[src/rtl/mips_trace_capture_pkg.sv]
// Shared types for the MIPS trace capture block: the trace entry layout and
// the default widths and depth that match the processor's pc_out/alu_result.
package mips_trace_pkg;

  localparam int TRACE_PC_W   = 16;
  localparam int TRACE_DATA_W = 16;
  localparam int TRACE_TS_W   = 16;
  localparam int TRACE_CNT_W  = 8;
  localparam int TRACE_DEPTH  = 8;

  typedef struct packed {
    logic [TRACE_TS_W-1:0]   ts;
    logic [TRACE_PC_W-1:0]   pc;
    logic [TRACE_DATA_W-1:0] alu;
  } trace_entry_t;

endpackage

[src/rtl/mips_trace_capture_if.sv]
// Observation inputs plus the valid/ready trace read port and status of the
// trace capture block; master is the capture block, slave is the consumer.
interface mips_trace_capture_if
  import mips_trace_pkg::*;
#(
  parameter int PC_WIDTH   = TRACE_PC_W,
  parameter int DATA_WIDTH = TRACE_DATA_W,
  parameter int TS_WIDTH   = TRACE_TS_W,
  parameter int DEPTH      = TRACE_DEPTH,
  parameter int CNT_WIDTH  = TRACE_CNT_W
);
  logic                     trace_en;
  logic [PC_WIDTH-1:0]      pc_in;
  logic [DATA_WIDTH-1:0]    alu_in;
  logic                     clr_ovf;
  logic                     rd_ready;
  logic                     rd_valid;
  logic [PC_WIDTH-1:0]      rd_pc;
  logic [DATA_WIDTH-1:0]    rd_alu;
  logic [TS_WIDTH-1:0]      rd_ts;
  logic [$clog2(DEPTH):0]   level;
  logic                     overflow;
  logic [CNT_WIDTH-1:0]     drop_cnt;

  modport master (
    input  trace_en, pc_in, alu_in, clr_ovf, rd_ready,
    output rd_valid, rd_pc, rd_alu, rd_ts, level, overflow, drop_cnt
  );

  modport slave (
    output trace_en, pc_in, alu_in, clr_ovf, rd_ready,
    input  rd_valid, rd_pc, rd_alu, rd_ts, level, overflow, drop_cnt
  );

endinterface

[src/rtl/mips_trace_capture_fifo.sv]
// Show-ahead synchronous FIFO: head is valid the cycle after the first push and
// reads as zero when empty; a push into a full FIFO is accepted only alongside a pop.
module mips_trace_fifo
  import mips_trace_pkg::*;
#(
  parameter int  DEPTH   = TRACE_DEPTH,
  parameter type entry_t = trace_entry_t,
  localparam int AW      = $clog2(DEPTH),
  localparam int LW      = AW + 1
) (
  input  logic          clk,
  input  logic          rst_n,
  input  logic          push,
  input  logic          pop,
  input  entry_t        wdata,
  output logic          full,
  output logic          empty,
  output logic [LW-1:0] level,
  output entry_t        head
);

  entry_t        mem [DEPTH];
  logic [AW-1:0] wr_ptr;
  logic [AW-1:0] rd_ptr;
  logic          do_push;
  logic          do_pop;

  assign empty   = (level == '0);
  assign full    = (level == LW'(DEPTH));
  assign do_pop  = pop & ~empty;
  assign do_push = push & (~full | do_pop);
  assign head    = empty ? '0 : mem[rd_ptr];

  always_ff @(posedge clk) begin
    if (do_push) begin
      mem[wr_ptr] <= wdata;
    end
  end

  // Pointers wrap naturally; occupancy is tracked separately to tell full from empty.
  always_ff @(posedge clk or negedge rst_n) begin
    if (!rst_n) begin
      wr_ptr <= '0;
      rd_ptr <= '0;
      level  <= '0;
    end else begin
      if (do_push) begin
        wr_ptr <= wr_ptr + AW'(1);
      end
      if (do_pop) begin
        rd_ptr <= rd_ptr + AW'(1);
      end
      case ({do_push, do_pop})
        2'b10:   level <= level + LW'(1);
        2'b01:   level <= level - LW'(1);
        default: level <= level;
      endcase
    end
  end

endmodule

[src/rtl/mips_trace_capture.sv]
// Passive PC-change tracer: time-stamps each new retired PC into a show-ahead FIFO
// (1-cycle capture-to-valid); when full with no pop the new entry is dropped and counted.
module mips_trace_capture
  import mips_trace_pkg::*;
#(
  parameter int PC_WIDTH   = TRACE_PC_W,
  parameter int DATA_WIDTH = TRACE_DATA_W,
  parameter int TS_WIDTH   = TRACE_TS_W,
  parameter int DEPTH      = TRACE_DEPTH,
  parameter int CNT_WIDTH  = TRACE_CNT_W
) (
  input logic                clk,
  input logic                rst_n,
  mips_trace_capture_if.master bus
);

  localparam int LVL_W = $clog2(DEPTH) + 1;

  typedef struct packed {
    logic [TS_WIDTH-1:0]   ts;
    logic [PC_WIDTH-1:0]   pc;
    logic [DATA_WIDTH-1:0] alu;
  } entry_t;

  logic [TS_WIDTH-1:0]  ts;
  logic [PC_WIDTH-1:0]  pc_q;
  logic                 armed;
  logic                 cap;
  logic                 pop;
  logic                 drop;
  logic                 full;
  logic                 empty;
  logic [LVL_W-1:0]     level;
  logic                 overflow;
  logic [CNT_WIDTH-1:0] drop_cnt;
  entry_t               wr_entry;
  entry_t               head;

  // A disarmed tracer always captures, so re-enabling records the current PC.
  assign cap      = bus.trace_en & (~armed | (bus.pc_in != pc_q));
  assign pop      = ~empty & bus.rd_ready;
  assign drop     = cap & full & ~pop;
  assign wr_entry = '{ts: ts, pc: bus.pc_in, alu: bus.alu_in};

  mips_trace_fifo #(
    .DEPTH   (DEPTH),
    .entry_t (entry_t)
  ) u_fifo (
    .clk   (clk),
    .rst_n (rst_n),
    .push  (cap),
    .pop   (pop),
    .wdata (wr_entry),
    .full  (full),
    .empty (empty),
    .level (level),
    .head  (head)
  );

  always_ff @(posedge clk or negedge rst_n) begin
    if (!rst_n) begin
      ts    <= '0;
      pc_q  <= '0;
      armed <= 1'b0;
    end else begin
      ts    <= ts + TS_WIDTH'(1);
      armed <= bus.trace_en;
      if (bus.trace_en) begin
        pc_q <= bus.pc_in;
      end
    end
  end

  // A drop in the same cycle as a clear wins, leaving a count of one.
  always_ff @(posedge clk or negedge rst_n) begin
    if (!rst_n) begin
      overflow <= 1'b0;
      drop_cnt <= '0;
    end else if (drop) begin
      overflow <= 1'b1;
      if (bus.clr_ovf) begin
        drop_cnt <= CNT_WIDTH'(1);
      end else if (drop_cnt != '1) begin
        drop_cnt <= drop_cnt + CNT_WIDTH'(1);
      end
    end else if (bus.clr_ovf) begin
      overflow <= 1'b0;
      drop_cnt <= '0;
    end
  end

  assign bus.rd_valid = ~empty;
  assign bus.rd_pc    = head.pc;
  assign bus.rd_alu   = head.alu;
  assign bus.rd_ts    = head.ts;
  assign bus.level    = level;
  assign bus.overflow = overflow;
  assign bus.drop_cnt = drop_cnt;

endmodule

[src/flat_wrapper.sv]
// flat-port wrapper written by rule: the top's interface ports become plain ports
module mips_trace_capture_flat import mips_trace_pkg::*;
#(
  parameter int PC_WIDTH   = TRACE_PC_W,
  parameter int DATA_WIDTH = TRACE_DATA_W,
  parameter int TS_WIDTH   = TRACE_TS_W,
  parameter int DEPTH      = TRACE_DEPTH,
  parameter int CNT_WIDTH  = TRACE_CNT_W
)
  (clk, rst_n, bus_trace_en, bus_pc_in, bus_alu_in, bus_clr_ovf, bus_rd_ready, bus_rd_valid, bus_rd_pc, bus_rd_alu, bus_rd_ts, bus_level, bus_overflow, bus_drop_cnt);
  mips_trace_capture_if #(.PC_WIDTH(PC_WIDTH), .DATA_WIDTH(DATA_WIDTH), .TS_WIDTH(TS_WIDTH), .DEPTH(DEPTH), .CNT_WIDTH(CNT_WIDTH)) bus_i ();
  input logic clk;
  input logic rst_n;
  input wire logic [$bits(bus_i.trace_en)-1:0] bus_trace_en;
  input wire logic [$bits(bus_i.pc_in)-1:0] bus_pc_in;
  input wire logic [$bits(bus_i.alu_in)-1:0] bus_alu_in;
  input wire logic [$bits(bus_i.clr_ovf)-1:0] bus_clr_ovf;
  input wire logic [$bits(bus_i.rd_ready)-1:0] bus_rd_ready;
  output wire logic [$bits(bus_i.rd_valid)-1:0] bus_rd_valid;
  output wire logic [$bits(bus_i.rd_pc)-1:0] bus_rd_pc;
  output wire logic [$bits(bus_i.rd_alu)-1:0] bus_rd_alu;
  output wire logic [$bits(bus_i.rd_ts)-1:0] bus_rd_ts;
  output wire logic [$bits(bus_i.level)-1:0] bus_level;
  output wire logic [$bits(bus_i.overflow)-1:0] bus_overflow;
  output wire logic [$bits(bus_i.drop_cnt)-1:0] bus_drop_cnt;
  assign bus_i.trace_en = bus_trace_en;
  assign bus_i.pc_in = bus_pc_in;
  assign bus_i.alu_in = bus_alu_in;
  assign bus_i.clr_ovf = bus_clr_ovf;
  assign bus_i.rd_ready = bus_rd_ready;
  assign bus_rd_valid = bus_i.rd_valid;
  assign bus_rd_pc = bus_i.rd_pc;
  assign bus_rd_alu = bus_i.rd_alu;
  assign bus_rd_ts = bus_i.rd_ts;
  assign bus_level = bus_i.level;
  assign bus_overflow = bus_i.overflow;
  assign bus_drop_cnt = bus_i.drop_cnt;
  mips_trace_capture #(.PC_WIDTH(PC_WIDTH), .DATA_WIDTH(DATA_WIDTH), .TS_WIDTH(TS_WIDTH), .DEPTH(DEPTH), .CNT_WIDTH(CNT_WIDTH)) u_core (.clk(clk), .rst_n(rst_n), .bus(bus_i));
endmodule
[config.mk]
export PLATFORM = sky130hd
export DESIGN_NAME = mips_trace_capture_flat
export DESIGN_NICKNAME = d
export VERILOG_FILES = /design/src/rtl/mips_trace_capture_pkg.sv /design/src/rtl/mips_trace_capture_if.sv /design/src/rtl/mips_trace_capture_fifo.sv /design/src/rtl/mips_trace_capture.sv /design/src/flat_wrapper.sv
export SDC_FILE = /design/constraint.sdc
export NUM_CORES = 1
export LEC_CHECK = 0
export ABC_AREA = 1
export CAP_MARGIN = 20
export CORE_MARGIN = 2
export CORE_UTILIZATION = 25
export DETAILED_ROUTE_END_ITERATION = 8
export PLACE_DENSITY = 0.4
export SLEW_MARGIN = 20
export SYNTH_ARGS = -nofsm -noshare
export SYNTH_HDL_FRONTEND = slang
export SYNTH_SLANG_ARGS = --single-unit
[constraint.sdc]
create_clock -name clk -period 9.1 [get_ports clk]
set_input_delay 1.82 -clock clk [delete_from_list [all_inputs] [get_ports clk]]
set_output_delay 1.82 -clock clk [all_outputs]
set_load 0.03 [all_outputs]
Word level (Yosys, flattened, before mapping)
Memory sizes are Yosys's and may differ from the RTL's.
Cells that the tools add are included.
{"block": "word_totals", "out_inout_bits": 62, "wordCells": 47, "in_bits": 37, "ram_bits": 384, "mem_count": 1, "reg_bits": 52}
{"block": "op_classes", "n_bitwise": 12, "n_reduce_logical": 5, "n_mux": 10, "n_eq_ne": 5, "addsub": 6}
{"name": "u_core.u_fifo.mem", "depth": 8, "width": 48, "read_ports": 1, "rd_ports_with_merged_regs": 0, "write_ports": 1, "line": "mips_trace_capture_fifo.sv:22", "rtl": "entry_t mem [DEPTH];"}
{"operator": "48-bit 2-to-1 mux", "n": 1}
{"operator": "8-bit 2-to-1 mux", "n": 4}
{"operator": "16-bit by 1-bit adder with 16-bit output, second input constant", "n": 1}
{"operator": "16-bit != test", "n": 1}
{"operator": "8-bit by 1-bit adder with 8-bit output, second input constant", "n": 1}
{"operator": "8-bit != test, second input constant", "n": 1}
{"operator": "4-bit one-hot mux with 2 select lines", "n": 1}
{"operator": "3-bit by 1-bit adder with 3-bit output, second input constant", "n": 2}
{"operator": "1-bit AND", "n": 6}
{"operator": "2-bit nonzero test", "n": 3}
{"operator": "4-bit by 1-bit adder with 4-bit output, second input constant", "n": 1}
{"operator": "4-bit == test, second input constant", "n": 1}
{"operator": "4-bit zero test", "n": 1}
{"operator": "1-bit 2-to-1 mux", "n": 4}
{"operator": "1-bit NOT", "n": 4}
{"operator": "4-bit by 1-bit subtractor with 4-bit output, second input constant", "n": 1}
{"operator": "2-bit by 1-bit == test with 1-bit output, second input constant", "n": 1}
{"operator": "2-bit == test, second input constant", "n": 1}
{"operator": "1-bit bitwise OR", "n": 2}
{"operator": "2-bit AND reduction", "n": 1}

Longest topological paths before layout
Gate-level depths: netlist of run 1.
{"block": "depth", "ltp_word": 8, "mapped_depth": 19, "depth_no_buf": 19}

Cells and area by module
A second synthesis of run 1 with hierarchy kept.
{"block": "hier_totals", "hier_cells": 1515, "hier_area_um2": 17843.4}
{"mod": "mips_trace_fifo", "seq_area_each_um2": 11781.3, "cells_per_inst": 1264, "instances": 1, "area_per_inst_um2": 15687.5}
{"mod": "mips_trace_capture", "seq_area_each_um2": 1051.0, "cells_per_inst": 251, "instances": 1, "area_per_inst_um2": 2155.8}

Least setup slack after synthesis of run 1
OpenSTA, ideal clock, no wires.
{"block": "synth_path", "path_type": "input to register", "start": "input port bus_pc_in[0]", "end": "memory u_core.u_fifo.mem[1][0] (netlist bit) (enable)", "path_slack_ns": 4.126, "path_buffers": 0, "required_time_ns": 8.646, "cell_stages": 11, "setup_ns": 0.454, "t_arrival_ns": 4.521, "cell_sequence": "inv_1 -> nand2_1 -> nand2_1 -> nor2_1 -> nand3_1 -> nor2_1 -> nand2_2 -> nand2_4 -> nor2_4 -> nand2_1 -> nor2_1"}
{"block": "synth_via", "elab_chain_len": 6}
{"element": "start: declaration", "line": "flat_wrapper.sv:15", "rtl": "input wire logic [$bits(bus_i.pc_in)-1:0] bus_pc_in;"}
{"element": "16-bit != test", "line": "mips_trace_capture.sv:40", "rtl": "assign cap = bus.trace_en & (~armed | (bus.pc_in != pc_q));"}
{"element": "1-bit bitwise OR", "line": "mips_trace_capture.sv:40"}
{"element": "1-bit AND", "line": "mips_trace_capture.sv:40"}
{"element": "1-bit AND", "line": "mips_trace_capture_fifo.sv:31", "rtl": "assign do_push = push & (~full | do_pop);"}
{"element": "1-bit 2-to-1 mux", "line": "mips_trace_capture_fifo.sv:35", "rtl": "if (do_push) begin"}
{"element": "1-bit 2-to-1 mux (not written as such)", "line": "mips_trace_capture_fifo.sv:36", "rtl": "mem[wr_ptr] <= wdata;"}
{"element": "end: declaration", "line": "mips_trace_capture_fifo.sv:22"}
No other way between the ends.

Final worst setup path of run 1
{"block": "layout_path", "start": "register u_core.u_fifo.rd_ptr[0]", "end": "output port bus_rd_pc[11]"}
{"block": "layout_via", "elab_chain_len": 2}
{"element": "start: declaration", "line": "mips_trace_capture_fifo.sv:24", "rtl": "logic [AW-1:0] rd_ptr;"}
{"element": "start signal: assignment", "line": "mips_trace_capture_fifo.sv:51", "rtl": "rd_ptr <= rd_ptr + AW'(1);"}
{"element": "memory 8 x 48 bit"}
{"element": "48-bit 2-to-1 mux", "line": "mips_trace_capture_fifo.sv:32", "rtl": "assign head = empty ? '0 : mem[rd_ptr];"}
{"element": "end: declaration", "line": "flat_wrapper.sv:20", "rtl": "output wire logic [$bits(bus_i.rd_pc)-1:0] bus_rd_pc;"}
No other way between the ends.

==> results of run 1 <==
how the worst max path moves through the flow:
stage                                                   end  slack, ns  cells after the start
final                                         bus_rd_pc[11]       2.80                      7
after global routing                          bus_rd_pc[11]       2.50                      7
after CTS                                     bus_rd_pc[11]       2.74                      7
after detailed placement                      bus_rd_pc[11]       3.39                      7
after global placement                        bus_rd_pc[11]       3.40                      7
after floorplan           u_core.u_fifo.mem[1][0]$_DFFE_PP_       4.13                     11
cell usage in the layout, fill, tap and decap left out, types with 3 or more instances in the layout:
cell / count
nand4_1: 7
ha_1: 6
clkinvlp_4: 4
edfxtp_1: 384
clkbuf_16: 51
clkbuf_8: 4
inv_1: 45
dfrtp_1: 50
a31oi_1: 49
clkdlybuf4s50_1: 97
nand2_1: 73
xnor2_1: 12
bufinv_16: 4
nor2_1: 306
o21ai_1: 16
nand3_2: 3
clkinv_2: 8
clkinv_1: 6
clkbuf_1: 17
nand2_4: 5
nand3_1: 18
o21ai_0: 249
xor2_1: 15
o22ai_1: 48
nor2_4: 11
buf_4: 16
mux2_2: 3
cell families after synthesis:
group / after synthesis
adder cells (fa/ha/maj): 7
flip-flops: 436
buffers and inverters: 132
AND/OR/NAND/NOR: 432
multiplexers: 3
AO/OA/AOI/OAI: 365
XOR/XNOR: 27
power breakdown:
group / internal (W) / total [W] / switching (W)
Clock: 0.00118 / 0.00197 / 0.000793
Sequential: 0.00244 / 0.00256 / 0.000122
Combinational: 0.000840 / 0.00264 / 0.00180
registers in the layout (all words and copies together), names as in the netlist:
name / cells
u_core.u_fifo.mem: 384
u_core.pc_q: 16
u_core.ts: 16
u_core.bus.drop_cnt: 8
u_core.u_fifo.level: 4
u_core.u_fifo.rd_ptr: 3
u_core.u_fifo.wr_ptr: 3
u_core.armed: 1
u_core.bus.overflow: 1
critical path: stages (launching register included):
cell             delay [ns]
dfrtp_4                0.70
inv_6                  0.81
buf_4                  0.64
o21ai_0                0.15
o22ai_1                0.15
o21ai_0                0.10
a31oi_1                0.46
clkdlybuf4s50_1        0.77
final cells by class:
cell class | count | area share, %
clock buffers | 72 | 6.616
well taps | 940 | 5.578
repair buffers | 114 | 5.198
inverters | 50 | 0.9256
clock inverters | 21 | 1.003
flip-flops and latches | 436 | 60.89
multi-input cells | 834 | 19.79
metal layers:
metal	track usage, %	vias to the layer above
li1	-	5217
met1	17.46	5438
met2	21.06	171
met3	2.411	54
met4	2.913	6
met5	0	-
metrics by stage:
step / hold WS, ns / instances / instance area, um2 / util [%] / total power (W)
after CTS: 0.4924 / 2467 / 21090 / 30.27 / 0.007327
after global routing: 0.5371 / 2467 / 21090 / 30.27 / 0.007612
after floorplan: 0.4969 / 1402 / 17520 / - / 0.004235
final: 0.4799 / 2467 / 21090 / 30.27 / 0.007167
after detailed placement: 0.4747 / 2374 / 19480 / 27.96 / 0.005318
after global placement: 0.4691 / 2374 / 19480 / 27.96 / 0.005317
==> out/qor.txt, run 1 <==
Status -> complete, no violations
Crit path max fanout -> 137
Metal3 WL -> 1704 um
Worst-Margin Slew -> 1.015 ns
Clock Skews -> 0.01886 ns
RD Place Congestion -> 0.6988
Fill count -> 7056
Largest net degree at the start of global routing -> 138
Required time at the worst-slack endpoint -> 7.28 ns
WL met1 -> 21720 um
Synth async-reset ratio -> 11.93%
Crit path from -> u_core.u_fifo.rd_ptr[0]$_DFFE_PN0P_
Yosys reg bits -> 436
Period utilization -> 69.25%
Yosys top cell by area -> edfxtp_1
Initial Util -> 25.16%
Initial DRT Pass Iterations -> 5
Placement Rows -> 97
DRC viols -> 0
Post-Syn Area -> 17520 um2
Top post-synthesis cells by area -> edfxtp_1, dfrtp_1, o21ai_0
Worst hold endpoint -> u_core.bus.overflow$_DFFE_PN0P_
Layout cells sized above 1 -> 8.055%
Max-cap viol count -> 0
ANT cells -> 0
HP Start -> u_core.bus.overflow$_DFFE_PN0P_
Net count after synthesis -> 1446
Synth Area in Compound Gates -> 11.13%
TritonCTS clock tree -> built
Worst hold path depth -> 2
Final count of negative-setup-slack endpoints -> 0
Post-CTS setup buffers -> 0
Grt ovf -> 0
Post_cts resized -> 0
Via density -> 4.413
Largest family of logic cells by synthesized area -> compound AO/OA/AOI/OAI gates
Vias post-DR -> 10886
Hold buffer count at cts -> 0
Seq. cell area -> 12840 um2
First-pass GRT wire length -> 69630 um
Peak supply drop -> 0.2782 mV
Nets -> 1530
PnR worst setup slack -> 2.798 ns
Power Density -> 339.9 nW/um2
Multi-input combinational cell area -> 4173 um2
Post-synthesis xor/xnor area fraction -> 1.349%
Die height -> 268.8 um
Post-route ant nets -> 0
Routed length per instance -> 18.66 um
Area share of the largest cell type after synthesis -> 65.80%
H-tree levels -> 2
Global Route Usage Sum -> 12.79%
Adder-cell share of the synthesized area -> 0.5426%
IO Count -> 99
Area grow syn2layout -> 20.33%
Core area -> 69660 um2
Synth Flop Type -> edfxtp_1
Crit. End Element -> primary output
Initial antenna violation count -> 4
Top sig layer -> met5
Unique masters post-synth -> 36
R2r endpoint -> u_core.u_fifo.mem[3][32]$_DFFE_PP_
Total negative slack -> 0 ns
DR iter-0 viols -> 744
Min-delay worst type -> reg2reg
Die W -> 268.8 um
Port Buf Inserts -> 98
Lkg Pwr -> 7.057 nW
Mux contribution to synthesized area -> 0.1928%
Endpoints failing hold -> 0
Internal reg-to-reg setup slack -> 5.41 ns
Simple-gate portion of the synthesized area -> 10.31%
Vias in the first global route -> 11119
Path depth of the worst reg2reg path -> 9
Detailed Route WL -> 46040 um
Ranking of synthesized cells by instance count -> edfxtp_1, nor2_1, o21ai_0
Worst slack, placed -> 3.394 ns
Most common cell in the netlist -> edfxtp_1
R2r startpoint -> u_core.u_fifo.level[3]$_DFFE_PN0P_
Met2 routed wirelength -> 21910 um
Post-synth EDFFs -> 384
Slew Limit Fails -> 0
Dpl hpwl -> 23320 um
Reg clk slew, reported paths -> 0.06 ns
Max Fclk -> 158.7 MHz
Clk_lat worst skew -> 0.58 ns
CP Launch Type -> flop
CP Data Arrival Time -> 4.48 ns
Post-Syn Instances -> 1402
Synth warn -> 0
Avg Inst Size Synth -> 12.50 um2
CTS Root Cell -> clkbuf_16
CTS Buffer Depth -> 3
Slew headroom -> 32.33%
CP Class -> reg2out
Total CTS buffers -> 50
Die footprint -> 72230 um2
Final min period -> 6.302 ns
Seq/Total Area, Yosys -> 73.23%
CTS sink cnt -> 436
RSZ-0062 raised after global routing -> false
Note: power is estimated with default switching activity, not from simulation.
==> run 2, diff against run 1 <==
==> constraint.sdc (replaced) <==
create_clock -name clk -period 6.1 [get_ports clk]
set_input_delay 1.22 -clock clk [delete_from_list [all_inputs] [get_ports clk]]
set_output_delay 1.22 -clock clk [all_outputs]
set_load 0.03 [all_outputs]
==> out/qor.txt, run 2 (same netlist as run 1, synthesis figures left out) <==
Final count of negative-setup-slack endpoints -> 0 (unchanged)
RSZ-0062 raised after global routing -> false
Die W -> 268.8 um (unchanged)
M3 GR Usage -> 2.338% (-0.073 points)
Lkg Pwr -> 7.092 nW (+0.50%)
Vias in the first global route -> 10909 (-1.9%)
Max-cap viol count -> 0 (unchanged)
Crit path max fanout -> 52 (-62%)
Min-delay worst type -> reg2reg
Internal reg-to-reg setup slack -> 2.64 ns (-2.77 ns)
RD Place Congestion -> 0.7042 (+0.77%)
Placement Rows -> 97 (unchanged)
Met2 GRT Util -> 21.34% (+0.28 points)
Largest net degree at the start of global routing -> 194 (+41%)
Crit. End Element -> primary output
CTS sink cnt -> 436 (unchanged)
Status -> complete, no violations
CTS Root Cell -> clkbuf_16
Post_cts resized -> 0 (unchanged)
Power Density -> 502.1 nW/um2 (+48%)
Nets -> 1541 (+0.72%)
Post-route ant nets -> 0 (unchanged)
Multi-input combinational cell area -> 4173 um2 (unchanged)
Via density -> 4.368 (-1.0%)
Global Route Usage Sum -> 12.93% (+0.14 points)
Most flop-heavy register -> u_core.u_fifo.mem
Max reg flops -> 384 (unchanged)
Hold buffer count at cts -> 0 (unchanged)
Vias post-DR -> 10815 (-0.65%)
Slew headroom -> 32.78% (+0.45 points)
Grt ovf -> 0 (unchanged)
Die footprint -> 72230 um2 (unchanged)
CP Launch Type -> flop
H-tree levels -> 2 (unchanged)
Final min period -> 5.160 ns
DRC viols -> 0 (unchanged)
DR iter-0 viols -> 557 (-25%)
Commonest non-fill, non-tap cells in the layout -> edfxtp_1, nor2_1, o21ai_0
Slew Limit Fails -> 0 (unchanged)
Reg clk slew, reported paths -> 0.06 ns (about the same)
Die height -> 268.8 um (unchanged)
Initial antenna violation count -> 0 (-4)
First-pass GRT wire length -> 70650 um (+1.5%)
Total negative slack -> 0 ns (unchanged)
Clk_lat worst skew -> 0.60 ns (+0.02 ns)
Commonest non-fill, non-tap cell in the layout -> edfxtp_1
CP Data Arrival Time -> 3.94 ns (-0.54 ns)
Endpoints failing hold -> 0 (unchanged)
Worst-Margin Slew -> 1.008 ns (-0.006791 ns)
Routed length per instance -> 18.69 um (+0.13%)
Design Area, Final -> 21120 um2 (+0.15%)
Port Buf Inserts -> 98 (unchanged)
Detailed Route WL -> 46270 um (+0.50%)
Required time at the worst-slack endpoint -> 4.88 ns (-2.40 ns)
CP Class -> reg2out
Post-CTS setup buffers -> 0 (unchanged)
Total CTS buffers -> 49 (-2.0%)
Layout cells sized above 1 -> 8.268% (+0.21 points)
CTS Buffer Depth -> 3 (unchanged)
Seq. cell area -> 12840 um2 (unchanged)
Fill count -> 7056 (unchanged)
Clock Skews -> 0.04244 ns (+0.02358 ns)
ANT cells -> 0 (unchanged)
Biggest regs -> u_core.u_fifo.mem: 384 flops, u_core.pc_q: 16 flops, u_core.ts: 16 flops
Fin Hold WS -> 0.4922 ns (+0.01236 ns)
IO Count -> 99 (unchanged)
Dpl hpwl -> 24570 um (+5.4%)
Path depth of the worst reg2reg path -> 9 (unchanged)
Grt peak-use layer -> met2
Initial DRT Pass Iterations -> 4 (-1)
Period utilization -> 84.59%
Met1 Usage GRT -> 17.66% (+0.20 points)
Core area -> 69660 um2 (unchanged)
Max Fclk -> 193.8 MHz
Initial Util -> 25.16% (unchanged)
Area after DPL -> 19600 um2 (+0.62%)
TritonCTS clock tree -> built
Worst hold path depth -> 2 (unchanged)
Peak supply drop -> 0.3113 mV (+12%)
Area grow syn2layout -> 20.51%
run 2: path summary, 6_finish.rpt:
kind	endpoint	startpoint
max	bus_rd_pc[10]	u_core.u_fifo.rd_ptr[1]$_DFFE_PN0P_
min	u_core.bus.overflow$_DFFE_PN0P_	u_core.bus.overflow$_DFFE_PN0P_
max reg2reg	u_core.u_fifo.mem[5][4]$_DFFE_PP_	u_core.u_fifo.level[3]$_DFFE_PN0P_
min reg2reg	u_core.bus.overflow$_DFFE_PN0P_	u_core.bus.overflow$_DFFE_PN0P_
max in group asynchronous	u_core.u_fifo.rd_ptr[1]$_DFFE_PN0P_	rst_n
min in group asynchronous	u_core.bus.overflow$_DFFE_PN0P_	rst_n
run 2: critical path, cell delays in order, from the launching register on:
cell	delay [ns]
dfrtp_4	0.89
clkinv_2	0.57
buf_4	0.40
o21ai_0	0.12
o22ai_1	0.09
o21ai_0	0.46
a31oi_1	0.16
clkdlybuf4s50_1	0.64
run 2: power by group:
part / switching (W) / internal [W] / leakage (nW) / total (W)
Combinational: 0.00272 / 0.00130 / 2.18 / 0.00403
Sequential: 0.000161 / 0.00363 / 4.18 / 0.00379
Clock: 0.00121 / 0.00158 / 0.731 / 0.00279
Total: 0.00409 / 0.00651 / 7.09 / 0.0106
run 2: final cells by class:
class	count	area share, %
multi-input combinational	834	19.76
tap	940	5.569
sequential	436	60.80
clock inverter	27	0.9953
timing repair buffer	126	5.853
inverter	50	0.9242
clock buffer	63	6.102
run 2: per-layer routing:
layer | part of all wire, % | up-vias
met3 | 3.2 | 58
met2 | 48 | 134
met4 | 1.6 | 0
li1 | - | 5233
met1 | 48 | 5390
met5 | 0 | -
run 2: stage by stage:
stage | total power, W | instances | setup slack [ns] | utilization (%)
after floorplan | 0.006317 | 1402 | 1.726 | -
after global placement | 0.008009 | 2385 | 1.434 | 28.13
after detailed placement | 0.008000 | 2385 | 1.449 | 28.13
after CTS | 0.01083 | 2475 | 0.8070 | 30.29
after global routing | 0.01128 | 2476 | 0.7126 | 30.32
final | 0.01060 | 2476 | 0.9399 | 30.32
==> run 3, diff against run 2 <==
--- a/config.mk
+++ b/config.mk
@@ -10,7 +10,7 @@
 export CORE_MARGIN = 2
 export CORE_UTILIZATION = 25
 export DETAILED_ROUTE_END_ITERATION = 8
-export PLACE_DENSITY = 0.4
+export PLACE_DENSITY = 0.41
 export SLEW_MARGIN = 20
 export SYNTH_ARGS = -nofsm -noshare
 export SYNTH_HDL_FRONTEND = slang
==> constraint.sdc (replaced) <==
create_clock -name clk -period 4.5 [get_ports clk]
set_input_delay 0.9 -clock clk [delete_from_list [all_inputs] [get_ports clk]]
set_output_delay 0.9 -clock clk [all_outputs]
set_load 0.03 [all_outputs]
==> out/qor.txt, run 3 (same netlist as run 1, synthesis figures left out) <==
Status -> complete, no violations
Hold buffer count at cts -> 0 (unchanged)
Max-cap viol count -> 0 (unchanged)
Port Buf Inserts -> 98 (unchanged)
Routed length per instance -> 18.81 um (+0.66%)
Commonest non-fill, non-tap cell in the layout -> edfxtp_1
Area grow syn2layout -> 22.42%
Max Fclk -> 234.0 MHz
Initial Util -> 25.16% (unchanged)
Worst slack, placed -> 0.6675 ns (-0.7810 ns)
Layout Cells excl Fill -> 2498 (+0.89%)
Initial DRT Pass Iterations -> 4 (unchanged)
CP dominant cell by count -> o21ai_0
Die W -> 268.8 um (unchanged)
Initial antenna violation count -> 4 (+4)
Clk_lat worst skew -> 0.61 ns (about the same)
Fin Hold WS -> 0.3116 ns (-0.1806 ns)
Post-CTS setup buffers -> 0 (unchanged)
Commonest non-fill, non-tap cells in the layout -> edfxtp_1, nor2_1, o21ai_0
Global Route Usage Sum -> 13.01% (+0.086 points)
RD Place Congestion -> 0.7099 (+0.81%)
Biggest regs -> u_core.u_fifo.mem: 384 flops, u_core.pc_q: 16 flops, u_core.ts: 16 flops
Die height -> 268.8 um (unchanged)
Placement Rows -> 97 (unchanged)
Most flop-heavy register -> u_core.u_fifo.mem
CTS Buffer Depth -> 3 (unchanged)
Critical-path cell list -> inv_6 -> buf_4 -> o21ai_0 -> o22ai_1 -> o21ai_0 -> a31oi_1 -> clkdlybuf4s50_1
RSZ-0062 raised after global routing -> false
TritonCTS clock tree -> built
Delay-heaviest family, CP -> buffers and inverters
Placed Instances -> 2403 (+0.75%)
Min-delay worst type -> in2async
DR iter-0 viols -> 709 (+27%)
Worst-Margin Slew -> 0.6228 ns (-0.3855 ns)
Crit path max fanout -> 66 (+27%)
Post-route ant nets -> 0 (unchanged)
Slowest CP cell -> clkdlybuf4s50_1
Largest net degree at the start of global routing -> 98 (-49%)
DRC viols -> 0 (unchanged)
First-pass GRT wire length -> 70710 um (about the same)
CP Launch Type -> flop
Vias post-DR -> 10988 (+1.6%)
Total CTS buffers -> 51 (+4.1%)
Layout cells sized above 1 -> 9.640% (+1.4 points)
CTS sink cnt -> 436 (unchanged)
Post_cts resized -> 0 (unchanged)
Dpl hpwl -> 26900 um (+9.5%)
Via density -> 4.399 (+0.70%)
Nets -> 1560 (+1.2%)
Final min period -> 4.273 ns
CP Class -> reg2out
Power Density -> 688.9 nW/um2 (+37%)
Final count of negative-setup-slack endpoints -> 0 (unchanged)
Reg clk slew, reported paths -> 0.06 ns (about the same)
Period utilization -> 94.96%
Required time at the worst-slack endpoint -> 3.60 ns (-1.28 ns)
Biggest cell delay along the critical path -> 0.76 ns (-0.13 ns)
Area after DPL -> 19840 um2 (+1.2%)
Vias in the first global route -> 11059 (+1.4%)
Die footprint -> 72230 um2 (unchanged)
Slew headroom -> 58.48% (+26 points)
Detailed Route WL -> 46990 um (+1.5%)
Design Area, Final -> 21450 um2 (+1.6%)
Clock Skews -> 0.03921 ns (-0.003230 ns)
CP Data Arrival Time -> 3.37 ns (-0.57 ns)
PnR worst setup slack -> 0.2268 ns (-0.7131 ns)
Slew Limit Fails -> 0 (unchanged)
CTS Root Cell -> clkbuf_16
Core area -> 69660 um2 (unchanged)
H-tree levels -> 2 (unchanged)
Buffers & Inverters on Critical Path -> 3 (unchanged)
Max reg flops -> 384 (unchanged)
Peak supply drop -> 0.4045 mV (+30%)
Crit. End Element -> primary output
Lkg Pwr -> 7.255 nW (+2.3%)
Endpoints failing hold -> 0 (unchanged)
Total negative slack -> 0 ns (unchanged)
Grt ovf -> 0 (unchanged)
IO Count -> 99 (unchanged)
-- run 3: cell count changes in the layout (fill, tap and decap cells not counted), moves of 2 or more --
cell,change
buf_12,+7
buf_4,+10
clkbuf_1,+2
clkbuf_16,+2
clkinv_1,-5
diode_2,+2
-- run 3: cell type report --
class	count	area [um2]
timing repair buffer	143	1458
fill	7043	48210
tap	940	1176
clock buffer	68	1360
inverter	50	195.2
sequential	436	12840
clock inverter	25	246.5
multi-input combinational	834	4173
antenna	2	5.005
-- run 3: power by group --
group          switching [W]  internal, W
combinational        0.00386      0.00189
clock                0.00167      0.00231
sequential          0.000140      0.00492
total                0.00567      0.00911
-- run 3: through the flow --
| stage | total power (W) | utilization (%) |
|---|---|---|
| final | 0.01478 | 30.79 |
| after global routing | 0.01567 | 30.79 |
| after CTS | 0.01508 | 30.78 |
| after detailed placement | 0.01103 | 28.48 |
| after global placement | 0.01102 | 28.47 |
| after floorplan | 0.008564 | - |
-- run 3: worst paths after layout --
check	from	to	slack (ns)	cells after the start
setup reg to reg	u_core.u_fifo.level[3]$_DFFE_PN0P_	u_core.u_fifo.mem[7][1]$_DFFE_PP_	1.28	10
hold / removal	rst_n	u_core.bus.overflow$_DFFE_PN0P_	0.31	1
setup / recovery	u_core.u_fifo.rd_ptr[0]$_DFFE_PN0P_	bus_rd_alu[11]	0.23	7
min in group clk	u_core.bus.overflow$_DFFE_PN0P_	u_core.bus.overflow$_DFFE_PN0P_	0.51	2
max in group asynchronous	rst_n	u_core.ts[5]$_DFF_PN0_	3.53	2
hold reg to reg	u_core.bus.overflow$_DFFE_PN0P_	u_core.bus.overflow$_DFFE_PN0P_	0.51	2
-- run 3: layer usage --
metal  wire length [um]  GRT usage [%]  vias up  share of wire, %
li1                   -              -     5280                 -
met1              22440          17.63     5474                48
met2              21710          21.09      167                46
met3               1801          2.703       63               3.8
met4               1011          3.649        4               2.2
met5                 27              0        -             0.057
-- run 3: worst register-to-register path: stages, from the launching register on --
cell     delay (ns)
dfrtp_1        0.46
inv_1          0.13
nand3_4        0.36
buf_4          0.42
nand2_4        0.12
nand4_4        0.11
inv_2          0.05
nor2_4         0.20
nand2_1        0.27
nor2_4         0.47
buf_12         0.28
